## src/rtl/spi_slave_rx.sv

```systemverilog
// SPI slave receiver: WIDTH-bit frames from a synchronized sclk/mosi/ss_n; o_valid rises 4 clocks after the last sclk rise.
// Backpressure via o_valid/i_ack; a frame finishing while unconsumed is dropped and flagged on o_overrun.
module spi_slave_rx #(
  parameter int WIDTH     = 8,
  parameter bit MSB_FIRST = 1'b1
) (
  input  logic             i_clock,
  input  logic             i_reset,
  input  logic             i_sclk,
  input  logic             i_mosi,
  input  logic             i_ss_n,
  input  logic             i_ack,
  output logic [WIDTH-1:0] o_data,
  output logic             o_valid,
  output logic             o_busy,
  output logic             o_overrun,
  output logic             o_frame_err
);

  localparam int CW = (WIDTH <= 2) ? 1 : $clog2(WIDTH);
  localparam logic [0:0] IDLE  = 1'b0;
  localparam logic [0:0] SHIFT = 1'b1;

  logic             sclk_s1, sclk_s2, sclk_s3;
  logic             mosi_s1, mosi_s2;
  logic             ss_s1, ss_s2;
  logic [0:0]       state;
  logic [CW-1:0]    bit_cnt;
  logic [WIDTH-1:0] shift_reg;
  logic [WIDTH-1:0] shift_next;
  logic             frame_done;
  logic             sclk_rise;
  logic             last_bit;

  // Synchronizers idle at sclk 0, ss_n 1, mosi 0 so reset never looks like activity.
  always_ff @(posedge i_clock or posedge i_reset) begin
    if (i_reset) begin
      sclk_s1 <= 1'b0;
      sclk_s2 <= 1'b0;
      sclk_s3 <= 1'b0;
      mosi_s1 <= 1'b0;
      mosi_s2 <= 1'b0;
      ss_s1   <= 1'b1;
      ss_s2   <= 1'b1;
    end else begin
      sclk_s1 <= i_sclk;
      sclk_s2 <= sclk_s1;
      sclk_s3 <= sclk_s2;
      mosi_s1 <= i_mosi;
      mosi_s2 <= mosi_s1;
      ss_s1   <= i_ss_n;
      ss_s2   <= ss_s1;
    end
  end

  assign sclk_rise = sclk_s2 & ~sclk_s3;
  assign last_bit  = (bit_cnt == CW'(WIDTH - 1));

  generate
    if (MSB_FIRST) begin : g_msb
      assign shift_next = {shift_reg[WIDTH-2:0], mosi_s2};
    end else begin : g_lsb
      assign shift_next = {mosi_s2, shift_reg[WIDTH-1:1]};
    end
  endgenerate

  always_ff @(posedge i_clock or posedge i_reset) begin
    if (i_reset) begin
      state       <= IDLE;
      bit_cnt     <= '0;
      shift_reg   <= '0;
      frame_done  <= 1'b0;
      o_frame_err <= 1'b0;
    end else begin
      frame_done  <= 1'b0;
      o_frame_err <= 1'b0;
      if (state == IDLE) begin
        if (!ss_s2) begin
          state     <= SHIFT;
          bit_cnt   <= '0;
          shift_reg <= '0;
        end
      end else begin
        // Deselect takes priority over a coincident sclk edge.
        if (ss_s2) begin
          state       <= IDLE;
          o_frame_err <= (bit_cnt != '0);
          bit_cnt     <= '0;
          shift_reg   <= '0;
        end else if (sclk_rise) begin
          shift_reg <= shift_next;
          if (last_bit) begin
            bit_cnt    <= '0;
            frame_done <= 1'b1;
          end else begin
            bit_cnt <= bit_cnt + CW'(1);
          end
        end
      end
    end
  end

  // shift_reg still holds the completed frame here; the next bit is several clocks away.
  always_ff @(posedge i_clock or posedge i_reset) begin
    if (i_reset) begin
      o_data    <= '0;
      o_valid   <= 1'b0;
      o_overrun <= 1'b0;
    end else if (frame_done) begin
      if (!o_valid) begin
        o_data  <= shift_reg;
        o_valid <= 1'b1;
      end else if (i_ack) begin
        o_data    <= shift_reg;
        o_overrun <= 1'b0;
      end else begin
        o_overrun <= 1'b1;
      end
    end else if (i_ack && o_valid) begin
      o_valid   <= 1'b0;
      o_overrun <= 1'b0;
    end
  end

  assign o_busy = (state == SHIFT) && (bit_cnt != '0);

endmodule

```

## config.mk

```make
export PLATFORM = sky130hd
export DESIGN_NAME = spi_slave_rx
export DESIGN_NICKNAME = d
export VERILOG_FILES = /design/src/rtl/spi_slave_rx.sv
export SDC_FILE = /design/constraint.sdc
export NUM_CORES = 1
export LEC_CHECK = 0
export CORE_ASPECT_RATIO = 0.5
export CORE_MARGIN = 4
export CORE_UTILIZATION = 45
export CTS_CLUSTER_DIAMETER = 200
export CTS_CLUSTER_SIZE = 10
export DETAILED_ROUTE_END_ITERATION = 8
export HOLD_SLACK_MARGIN = 0.02
export PLACE_DENSITY_LB_ADDON = 0.08
export SYNTH_ARGS = -nofsm -noshare
export SYNTH_HDL_FRONTEND = slang
export SYNTH_SLANG_ARGS = --single-unit
```

## constraint.sdc

```tcl
create_clock -name i_clock -period 3 [get_ports i_clock]
set_clock_uncertainty 0.15 [all_clocks]
set_input_delay 0.6 -clock i_clock [delete_from_list [all_inputs] [get_ports i_clock]]
set_output_delay 0.6 -clock i_clock [all_outputs]
set_load 0.02 [all_outputs]
```

-- Yosys cells after proc, flatten, opt, wreduce, memory -nomap -nowiden
Cells that the tools add are included.
- logic and storage cells: 53
- bits in registers: 31
- input bits: 6
- eq/ne operators: 5
- bitwise gates (word level): 2
- reduce and logical (&&, ||, !) cells: 7
- add/subtract/negate cells: 1
- muxes and demuxes: 23
- operator list (kind ; number):
    $mux W8 ; 6
    $mux W3 ; 5
    $mux W1 ; 12
    $reduce_and A2 Y1 ; 3
    $ne A2 B2 Y1 const B ; 2
    $add A3 B1 Y3 const B ; 1
    $eq A3 B3 Y1 const B ; 1
    $ne A3 B2 Y1 const B ; 1
    $reduce_bool A3 Y1 ; 1
    $logic_and A1 B1 Y1 ; 2
    $ne A2 B1 Y1 const B ; 1
    $reduce_bool A2 Y1 ; 1
    $and A1 B1 Y1 ; 1
    $not A1 Y1 ; 1

-- Depth between registers and ports, before layout
Gate-level depths: netlist of run 1.
- depth in word-level cells: 5
- gate-level depth with buffers: 4

-- Worst setup path before layout of run 1
No wires, ideal clock.
- path kind: register to output
- from: register bit_cnt[0]
- to: output o_busy
- required time: 2.250 ns
- stages on the path, launching flop included: 4
- path slack: 1.383 ns
- arrival time: 0.867 ns
- path buffers: 0
- cells stage by stage: dfrtp_1 inv_1 ha_1 a21boi_2
- longest elaborated chain between the ends: 2
- RTL lines (what ; line ; RTL):
    start: declaration ; 28 ; logic [CW-1:0] bit_cnt;
    start signal: assignment ; 96 ; bit_cnt <= bit_cnt + CW'(1);
    $reduce_bool A3 Y1 ; 125 ; assign o_busy = (state == SHIFT) && (bit_cnt != '0);
    $logic_and A1 B1 Y1 ; 125 ;
    end: declaration ; 15 ; output logic o_busy,
Every way passes these cells.

-- Worst setup path after layout of run 1
Ends and elaborated chain as after synthesis.

==> results of run 1 <==
[power by group]
group / switching (uW) / total, uW / leakage [uW] / internal [uW]
combinational: 20.7 / 37.9 / 0.000264 / 17.2
sequential: 4.83 / 431 / 0.000406 / 426
clock: 144 / 329 / 0.0000482 / 185
[stage by stage]
stage | cell area [um2] | utilization | hold slack, ns
5_1_grt | 1500 | 0.637 | 0.204
3_5_place_dp | 1410 | 0.598 | 0.185
2_1_floorplan | 1190 | - | 0.181
6_report | 1500 | 0.637 | 0.194
4_1_cts | 1500 | 0.637 | 0.196
3_3_place_gp | 1410 | 0.598 | 0.184
[cells in the final DEF (no fill, tap or decap), drive strengths merged, types with 2 or more instances in the layout]
master         netlist  routed
o21ai                4       4
mux2i                4       4
a21oi                2       2
nand2b               4       4
dfstp                2       2
ha                   3       3
and2                 2       2
inv                  5       5
a22o                 6       6
clkdlybuf4s50        0      17
clkbuf               0       7
dfrtp               29      29
nand2                5       5
mux2                 9       9
[routing by layer]
metal	vias to the layer above	share of wire
li1	323	-
met1	335	0.46
met2	21	0.44
met3	5	0.084
met4	0	0.012
met5	-	0
[worst max path at each step]
stage / startpoint / endpoint / slack [ns] / depth (start not counted)
6_report: bit_cnt[0] / o_busy / 0.56 / 4
5_1_grt: bit_cnt[0] / o_busy / 0.46 / 4
4_1_cts: bit_cnt[0] / o_busy / 0.53 / 4
3_5_place_dp: bit_cnt[0] / o_busy / 0.85 / 4
3_3_place_gp: bit_cnt[0] / o_busy / 0.88 / 4
2_1_floorplan: bit_cnt[0] / o_busy / 1.38 / 3
[final cells by class]
cell class,count,share of cell area
multi-input cells,44,0.261
well taps,35,0.0292
clock buffers,7,0.0575
clock inverters,1,0.00333
inverters,5,0.0125
repair buffers,18,0.118
flip-flops and latches,31,0.518
[cells by family after synthesis]
logic type	after synthesis	share of synthesized area
buffers and inverters	5	0.0158
AOI/OAI and AO/OA	14	0.0947
and+or+nand+nor	14	0.0811
muxes	13	0.122
adders and majority gates	3	0.0316
DFF	31	0.655
[worst reg2reg max path, cell delays in order (launching register included)]
cell and delay (ns):
dfstp_2 0.56, nand2b_2 0.22, o21bai_4 0.12, mux2_4 0.28
==> impl_metrics.json, run 1 <==
{
  "final.setup.tns_ns": 0,
  "flow.area_growth_from_synthesis_pct": 26.3,
  "run_status": "finished, final reports clean",
  "gpl.final_weighted_congestion": 0.740,
  "final_max_slew_viol_count": 0,
  "power_density_mw_per_mm2": 532,
  "clock_latency_of_the_later_clocked_register_in_the_worst_skew_pair_ns": 0.28,
  "dominantRegCellSynth": "dfrtp_1",
  "hold_buffers": 0,
  "drt.antenna.violating_nets": 0,
  "worstSetupPathType": "flip-flop to output pin",
  "synth_top_cell_area_share": 0.611,
  "cts.path.max_buffers": 2,
  "detailed_place_hpwl_mm": 1.43,
  "fin_crit_sh": 0.815,
  "r2r_setup_slk_ns": 1.56,
  "worst_r2r_startpoint": "ss_s2",
  "antenna_violations_before_repair": 0,
  "use_met2": 0.209,
  "worst_hold_endpoint": "mosi_s2",
  "finalPower_uw": 798,
  "post_cts_buffers": 0,
  "timing_hold_violations_final": 0,
  "cts.root.buffer_cell": "clkbuf_8",
  "cts_tree": "yes",
  "synth_commonest_cells": "29 x dfrtp_1, 8 x mux2_1, 6 x a22o_1",
  "synth.yosys.seq_area_share": 0.655,
  "first_global_vias": 712,
  "cts_htree_levels": 2,
  "rsz_0062_raised_after_global_routing": "no",
  "grt_busiest_layer": "met2",
  "cts.sinks": 31,
  "cp-end-kind": "output pin",
  "tritoncts.num_buffers": 5,
  "synth-warning-count": 0,
  "die_width_um": 80.7,
  "max-vdd-ir-drop_mv": 0.297,
  "fp.dieH_um": 44.3,
  "postSynth.asyncResetShare": 1.00,
  "post-route-drc-count": 0,
  "drive_above_1_share": 0.170,
  "global_route.usage.total": 0.133,
  "layout_min_cycle_time_ns": 2.44,
  "detail_route.iter0.violations": 40,
  "syn_nets": 89,
  "cpMaxStageDelayCell": "clkdlybuf4s50_1",
  "grt_first_pass_wirelength_mm": 3.35,
  "synth.lib_cells_used.distinct": 20,
  "post_drt_via_cell_ratio": 4.85,
  "placed_cells": 133,
  "post_synth_inst_count": 80,
  "placementRows": 12,
  "synth_top_area_cell": "dfrtp_1",
  "coreArea_mm2": 0.00236,
  "gr-total-overflow": 0,
  "clkSlewWorstSetupHoldPaths_ns": 0.06,
  "worst_path_dominant_cell_family": "buffers and inverters",
  "hold_class": "flip-flop to flip-flop",
  "synth_edf_count": 0,
  "detail_route.wirelength_mm": 2.03,
  "top_level_ports": 18,
  "numPortBuffers": 17,
  "register_area_um2": 778,
  "instances_no_fill": 141,
  "hold_depth": 0,
  "post_synth.cell_area_avg_um2": 14.9,
  "synth_most_common_cell": "dfrtp_1",
  "max_stage_delay_ns": 0.62,
  "critical_path_cell_by_cell": "inv_1, ha_1, a21boi_2, clkdlybuf4s50_1",
  "timing.final.ws_setup_ns": 0.555,
  "grtUsageMet1": 0.156,
  "worst_r2r_endpoint": "bit_cnt[0]",
  "critPathRequiredTime_ns": 2.25,
  "dpl_worst_slack_ns": 0.854,
  "cp-start-kind": "flip-flop",
  "power.leakage_uw": 0.000718,
  "nets": 114,
  "multi_input_comb_area_um2": 392,
  "synthTopCellsByArea": "dfrtp_1 61%, mux2_1 7.6%, dfstp_2 4.4%",
  "min-delay-start": "mosi_s1",
  "transition_time_at_the_pin_with_the_least_slew_margin_ns": 0.388,
  "max_slew_margin": 0.742,
  "initial_utilization": 0.504,
  "vias": 684,
  "global_route.usage.met3": 0.0650,
  "reg2reg_depth": 3,
  "firstDrtPassIters": 2,
  "achievable-frequency_ghz": 0.409,
  "final-setup-viol-count": 0,
  "critPathArrivalTime_ns": 1.69,
  "pin_count_of_the_biggest_net_entering_global_routing": 32,
  "fillCellCount": 193,
  "worstPathBufferInverterCount": 2,
  "routed_wire_length_per_instance_um": 14.4,
  "antenna_cells": 0,
  "maxCapViolCount": 0,
  "synth_seq_cells": 31,
  "die_area_mm2": 0.00358,
  "post_cts_resize_count": 0,
  "mappedNetlistArea_mm2": 0.00119,
  "crit_path_max_fanout": 3
}
No activity file was read; power rests on OpenSTA's default activity.
==> inputs of run 2 (changes only) <==
Clock period 3 ns to 2.2 ns, I/O delays scaled along.
==> impl_metrics.json, run 2 (same netlist as run 1, synthesis figures left out) <==
{
  "switching_share": 0.214,
  "nets": 114,
  "timing_hold_violations_final": 0,
  "worst_r2r_startpoint": "ss_s2",
  "r2r_setup_slk_ns": 0.76,
  "placementRows": 12,
  "dpl_worst_slack_ns": 0.202,
  "power_density_mw_per_mm2": 727,
  "final-setup-viol-count": 0,
  "cts_tree": "yes",
  "layout_min_cycle_time_ns": 2.02,
  "startpoint": "bit_cnt[0]",
  "maxCapViolCount": 0,
  "final_max_slew_viol_count": 0,
  "gr-total-overflow": 0,
  "global_route.usage.total": 0.136,
  "max-vdd-ir-drop_mv": 0.414,
  "clock_latency_of_the_later_clocked_register_in_the_worst_skew_pair_ns": 0.28,
  "critPathArrivalTime_ns": 1.43,
  "cp-start-kind": "flip-flop",
  "placed_cells": 133,
  "rsz_0062_raised_after_global_routing": "no",
  "seq_power_share": 0.540,
  "fin_crit_sh": 0.920,
  "fillCellCount": 198,
  "cpMaxStageDelayCell": "dfrtp_1",
  "vias": 673,
  "detail_route.iter0.violations": 34,
  "run_status": "finished, final reports clean",
  "crit_path_max_fanout": 3,
  "final.setup.tns_ns": 0,
  "multi_input_comb_area_um2": 392,
  "cts_htree_levels": 2,
  "cp-end-kind": "output pin",
  "post_cts_resize_count": 1,
  "worstSetupPathType": "flip-flop to output pin",
  "first_global_vias": 704,
  "worst_r2r_endpoint": "bit_cnt[0]",
  "firstDrtPassIters": 2,
  "timing.final.ws_setup_ns": 0.176,
  "worst_hold_endpoint": "mosi_s2",
  "achievable-frequency_ghz": 0.494,
  "hold_buffers": 0,
  "pwr-share-clk": 0.414,
  "post_cts_buffers": 0,
  "max_stage_delay_ns": 0.40,
  "finalPower_uw": 1090,
  "register_area_um2": 778,
  "post-route-drc-count": 0,
  "top_level_ports": 18,
  "max_slew_margin": 0.746,
  "hold_class": "flip-flop to flip-flop",
  "transition_time_at_the_pin_with_the_least_slew_margin_ns": 0.382,
  "leading_cell_type_in_the_layout_fill_and_taps_excluded": "dfrtp_1",
  "antenna_cells": 0,
  "drt.antenna.violating_nets": 0,
  "cts.root.buffer_cell": "clkbuf_8",
  "routed_wire_length_per_instance_um": 14.3,
  "clkSlewWorstSetupHoldPaths_ns": 0.06,
  "die_area_mm2": 0.00358,
  "min-delay-start": "mosi_s1",
  "die_width_um": 80.7,
  "netSwitchingPower_uw": 234,
  "cts.path.max_buffers": 2,
  "grt_first_pass_wirelength_mm": 3.34,
  "hold_depth": 0,
  "power_frac_comb": 0.046,
  "detail_route.wirelength_mm": 2.02,
  "reg2reg_depth": 3,
  "instances_no_fill": 141,
  "post_drt_via_cell_ratio": 4.77,
  "critical_path_cell_by_cell": "inv_1, ha_1, a21boi_2, dlygate4sd2_1",
  "gpl.final_weighted_congestion": 0.740,
  "initial_utilization": 0.504,
  "antenna_violations_before_repair": 0,
  "flow.area_growth_from_synthesis_pct": 26.2,
  "numPortBuffers": 17,
  "cts.sinks": 31,
  "power_report.internal_total_uw": 856,
  "coreArea_mm2": 0.00236,
  "final_cell_mix": "29 x dfrtp_1, 16 x clkdlybuf4s50_1, 8 x mux2_1",
  "detailed_place_hpwl_mm": 1.43,
  "fp.dieH_um": 44.3,
  "power.leakage_uw": 0.000723,
  "tritoncts.num_buffers": 5,
  "pin_count_of_the_biggest_net_entering_global_routing": 32,
  "critPathRequiredTime_ns": 1.61,
  "drive_above_1_share": 0.170
}
## run 2: worst max-delay path by stage
stage	end	slack [ns]	cells after the start
after floorplan	o_busy	0.74	3
after global placement	o_busy	0.24	4
after detailed placement	o_busy	0.20	4
after CTS	o_busy	0.15	4
after global routing	o_busy	0.10	4
final	o_busy	0.18	4
## run 2: worst max-delay path, delay by kind of cell, from the launching register on
family                   cells  cell delay (ns)
AO/OA/AOI/OAI                1             0.15
flip-flops                   1             0.40
buffers and inverters        2             0.41
adder cells (fa/ha/maj)      1             0.20
## run 2: power by group through the flow
stage | Clock (uW) | Combinational, uW | Sequential (uW)
5_1_grt | 488 | 56.5 | 589
3_5_place_dp | 0 | 52.5 | 598
3_3_place_gp | 0 | 50.3 | 597
2_1_floorplan | 0 | 32.1 | 597
6_report | 451 | 50.6 | 588
4_1_cts | 466 | 52.2 | 588
## run 2: final cells by class
type | count | area share
multi-input cells | 44 | 0.261
flip-flops and latches | 31 | 0.519
repair buffers | 18 | 0.118
inverters | 5 | 0.0125
clock inverters | 1 | 0.00334
well taps | 35 | 0.0292
clock buffers | 7 | 0.0575
## run 2: per-stage QoR
stage / hold slack (ns) / cell area (um2) / utilization
after CTS: 0.199 / 1500 / 0.636
after global placement: 0.184 / 1410 / 0.598
after global routing: 0.205 / 1500 / 0.636
final: 0.199 / 1500 / 0.636
after floorplan: 0.181 / 1190 / -
after detailed placement: 0.185 / 1410 / 0.598
## run 2: routing by layer
layer  GRT usage  routed length [um]
met1       0.164                 967
met2       0.202                 865
met3      0.0752                 157
met4      0.0606                  27
met5           0                   0
==> inputs of run 3 (changes only) <==
Settings changed: CORE_ASPECT_RATIO 0.5 to not set, CORE_UTILIZATION 45 to 46, GPL_ROUTABILITY_DRIVEN set to 0.
==> impl_metrics.json, run 3 (same netlist as run 1, synthesis figures left out) <==
{
  "run_status": "finished, final reports clean",
  "maxCapViolCount": 0,
  "power_density_mw_per_mm2": 681,
  "post_drt_via_cell_ratio": 4.97,
  "cts_htree_levels": 2,
  "final-setup-viol-count": 0,
  "routed_wire_length_per_instance_um": 13.2,
  "gr-total-overflow": 0,
  "max_slew_margin": 0.851,
  "detail_route.iter0.violations": 19,
  "worstPathBufferInverterCount": 2,
  "placementRows": 18,
  "hold_buffers": 0,
  "coreArea_mm2": 0.00248,
  "numPortBuffers": 17,
  "power.leakage_uw": 0.000718,
  "cts.path.max_buffers": 2,
  "worstSetupPathType": "flip-flop to output pin",
  "detailed_place_hpwl_mm": 1.30,
  "path_depth": 4,
  "timing.final.ws_setup_ns": 0.140,
  "cts_tree": "yes",
  "r2r_setup_slk_ns": 0.78,
  "nets": 115,
  "timing_hold_violations_final": 0,
  "critPathRequiredTime_ns": 1.61,
  "post_cts_resize_count": 1,
  "drt.antenna.violating_nets": 0,
  "crit_path_max_fanout": 3,
  "worst_r2r_endpoint": "bit_cnt[0]",
  "critical_path_cell_by_cell": "inv_1, ha_1, a21boi_2, dlygate4sd2_1",
  "leading_cell_type_in_the_layout_fill_and_taps_excluded": "dfrtp_1",
  "final.setup.tns_ns": 0,
  "firstDrtPassIters": 4,
  "flow.area_growth_from_synthesis_pct": 24.4,
  "clock_latency_of_the_later_clocked_register_in_the_worst_skew_pair_ns": 0.32,
  "dpl_worst_slack_ns": 0.207,
  "cts.root.buffer_cell": "clkbuf_4",
  "hold_class": "flip-flop to flip-flop",
  "final_cell_mix": "29 x dfrtp_1, 16 x clkdlybuf4s50_1, 8 x mux2_1",
  "die_area_mm2": 0.00346,
  "final_max_slew_viol_count": 0,
  "detail_route.wirelength_mm": 1.81,
  "hold_depth": 0,
  "transition_time_at_the_pin_with_the_least_slew_margin_ns": 0.224,
  "fin_util": 0.597,
  "placed_cells": 129,
  "reg2reg_depth": 3,
  "vias": 681,
  "die_width_um": 58.8,
  "timing.critical_path.to": "o_busy",
  "achievable-frequency_ghz": 0.485,
  "finalPower_uw": 1010,
  "grt_first_pass_wirelength_mm": 3.17,
  "critPathArrivalTime_ns": 1.47,
  "fin_crit_sh": 0.936,
  "antenna_cells": 0,
  "antenna_violations_before_repair": 0,
  "fp.dieH_um": 58.8,
  "drive_above_1_share": 0.178,
  "max_stage_delay_ns": 0.40,
  "initial_utilization": 0.480,
  "layout_min_cycle_time_ns": 2.06,
  "post-route-drc-count": 0,
  "max-vdd-ir-drop_mv": 0.514,
  "instances_no_fill": 137,
  "worst_r2r_startpoint": "ss_s2",
  "top_level_ports": 18,
  "clkSlewWorstSetupHoldPaths_ns": 0.09,
  "global_route.usage.total": 0.129,
  "first_global_vias": 690,
  "cts.sinks": 31,
  "worst_path_dominant_cell_family": "flip-flops",
  "cp-end-kind": "output pin",
  "rsz_0062_raised_after_global_routing": "no",
  "post_cts_buffers": 0,
  "tritoncts.num_buffers": 5,
  "cp-start-kind": "flip-flop",
  "cpMaxStageDelayCell": "dfrtp_1",
  "startpoint": "bit_cnt[0]",
  "pin_count_of_the_biggest_net_entering_global_routing": 19
}
-- run 3: final cells by class --
type	count	area, um2
Clock buffer	8	68.8
Fill cell	197	998
Inverter	5	18.8
Multi-Input combinational cell	44	392
Sequential cell	31	778
Tap cell	30	37.5
Timing Repair Buffer	19	184
-- run 3: through the flow --
| step | area, um2 | hold slack, ns |
|---|---|---|
| 2_1_floorplan | 1190 | 0.181 |
| 3_5_place_dp | 1410 | 0.186 |
| 5_1_grt | 1480 | 0.217 |
| 4_1_cts | 1480 | 0.207 |
| 6_report | 1480 | 0.205 |
| 3_3_place_gp | 1410 | 0.182 |
-- run 3: worst min-delay path by stage --
stage | from | endpoint | slack, ns
floorplan | mosi_s1 | mosi_s2 | 0.18
global placement | mosi_s1 | mosi_s2 | 0.18
detailed placement | mosi_s1 | mosi_s2 | 0.19
CTS | mosi_s1 | mosi_s2 | 0.21
global route | mosi_s1 | mosi_s2 | 0.22
finish | mosi_s1 | mosi_s2 | 0.21
-- run 3: metal layers --
metal | vias to the layer above | share of wire | wire [um] | track usage
li1 | 327 | - | - | -
met1 | 333 | 0.46 | 831 | 0.166
met2 | 16 | 0.47 | 842 | 0.177
met3 | 5 | 0.051 | 93 | 0.0658
met4 | 0 | 0.022 | 40 | 0.0680
met5 | - | 0 | 0 | 0
-- run 3: power breakdown --
part | switching, uW | leakage (uW) | total [uW] | internal, uW
logic | 27.9 | 0.000273 | 52.1 | 24.1
clock network | 180 | 0.0000386 | 368 | 188
registers | 6.22 | 0.000406 | 587 | 581
total | 214 | 0.000718 | 1010 | 793
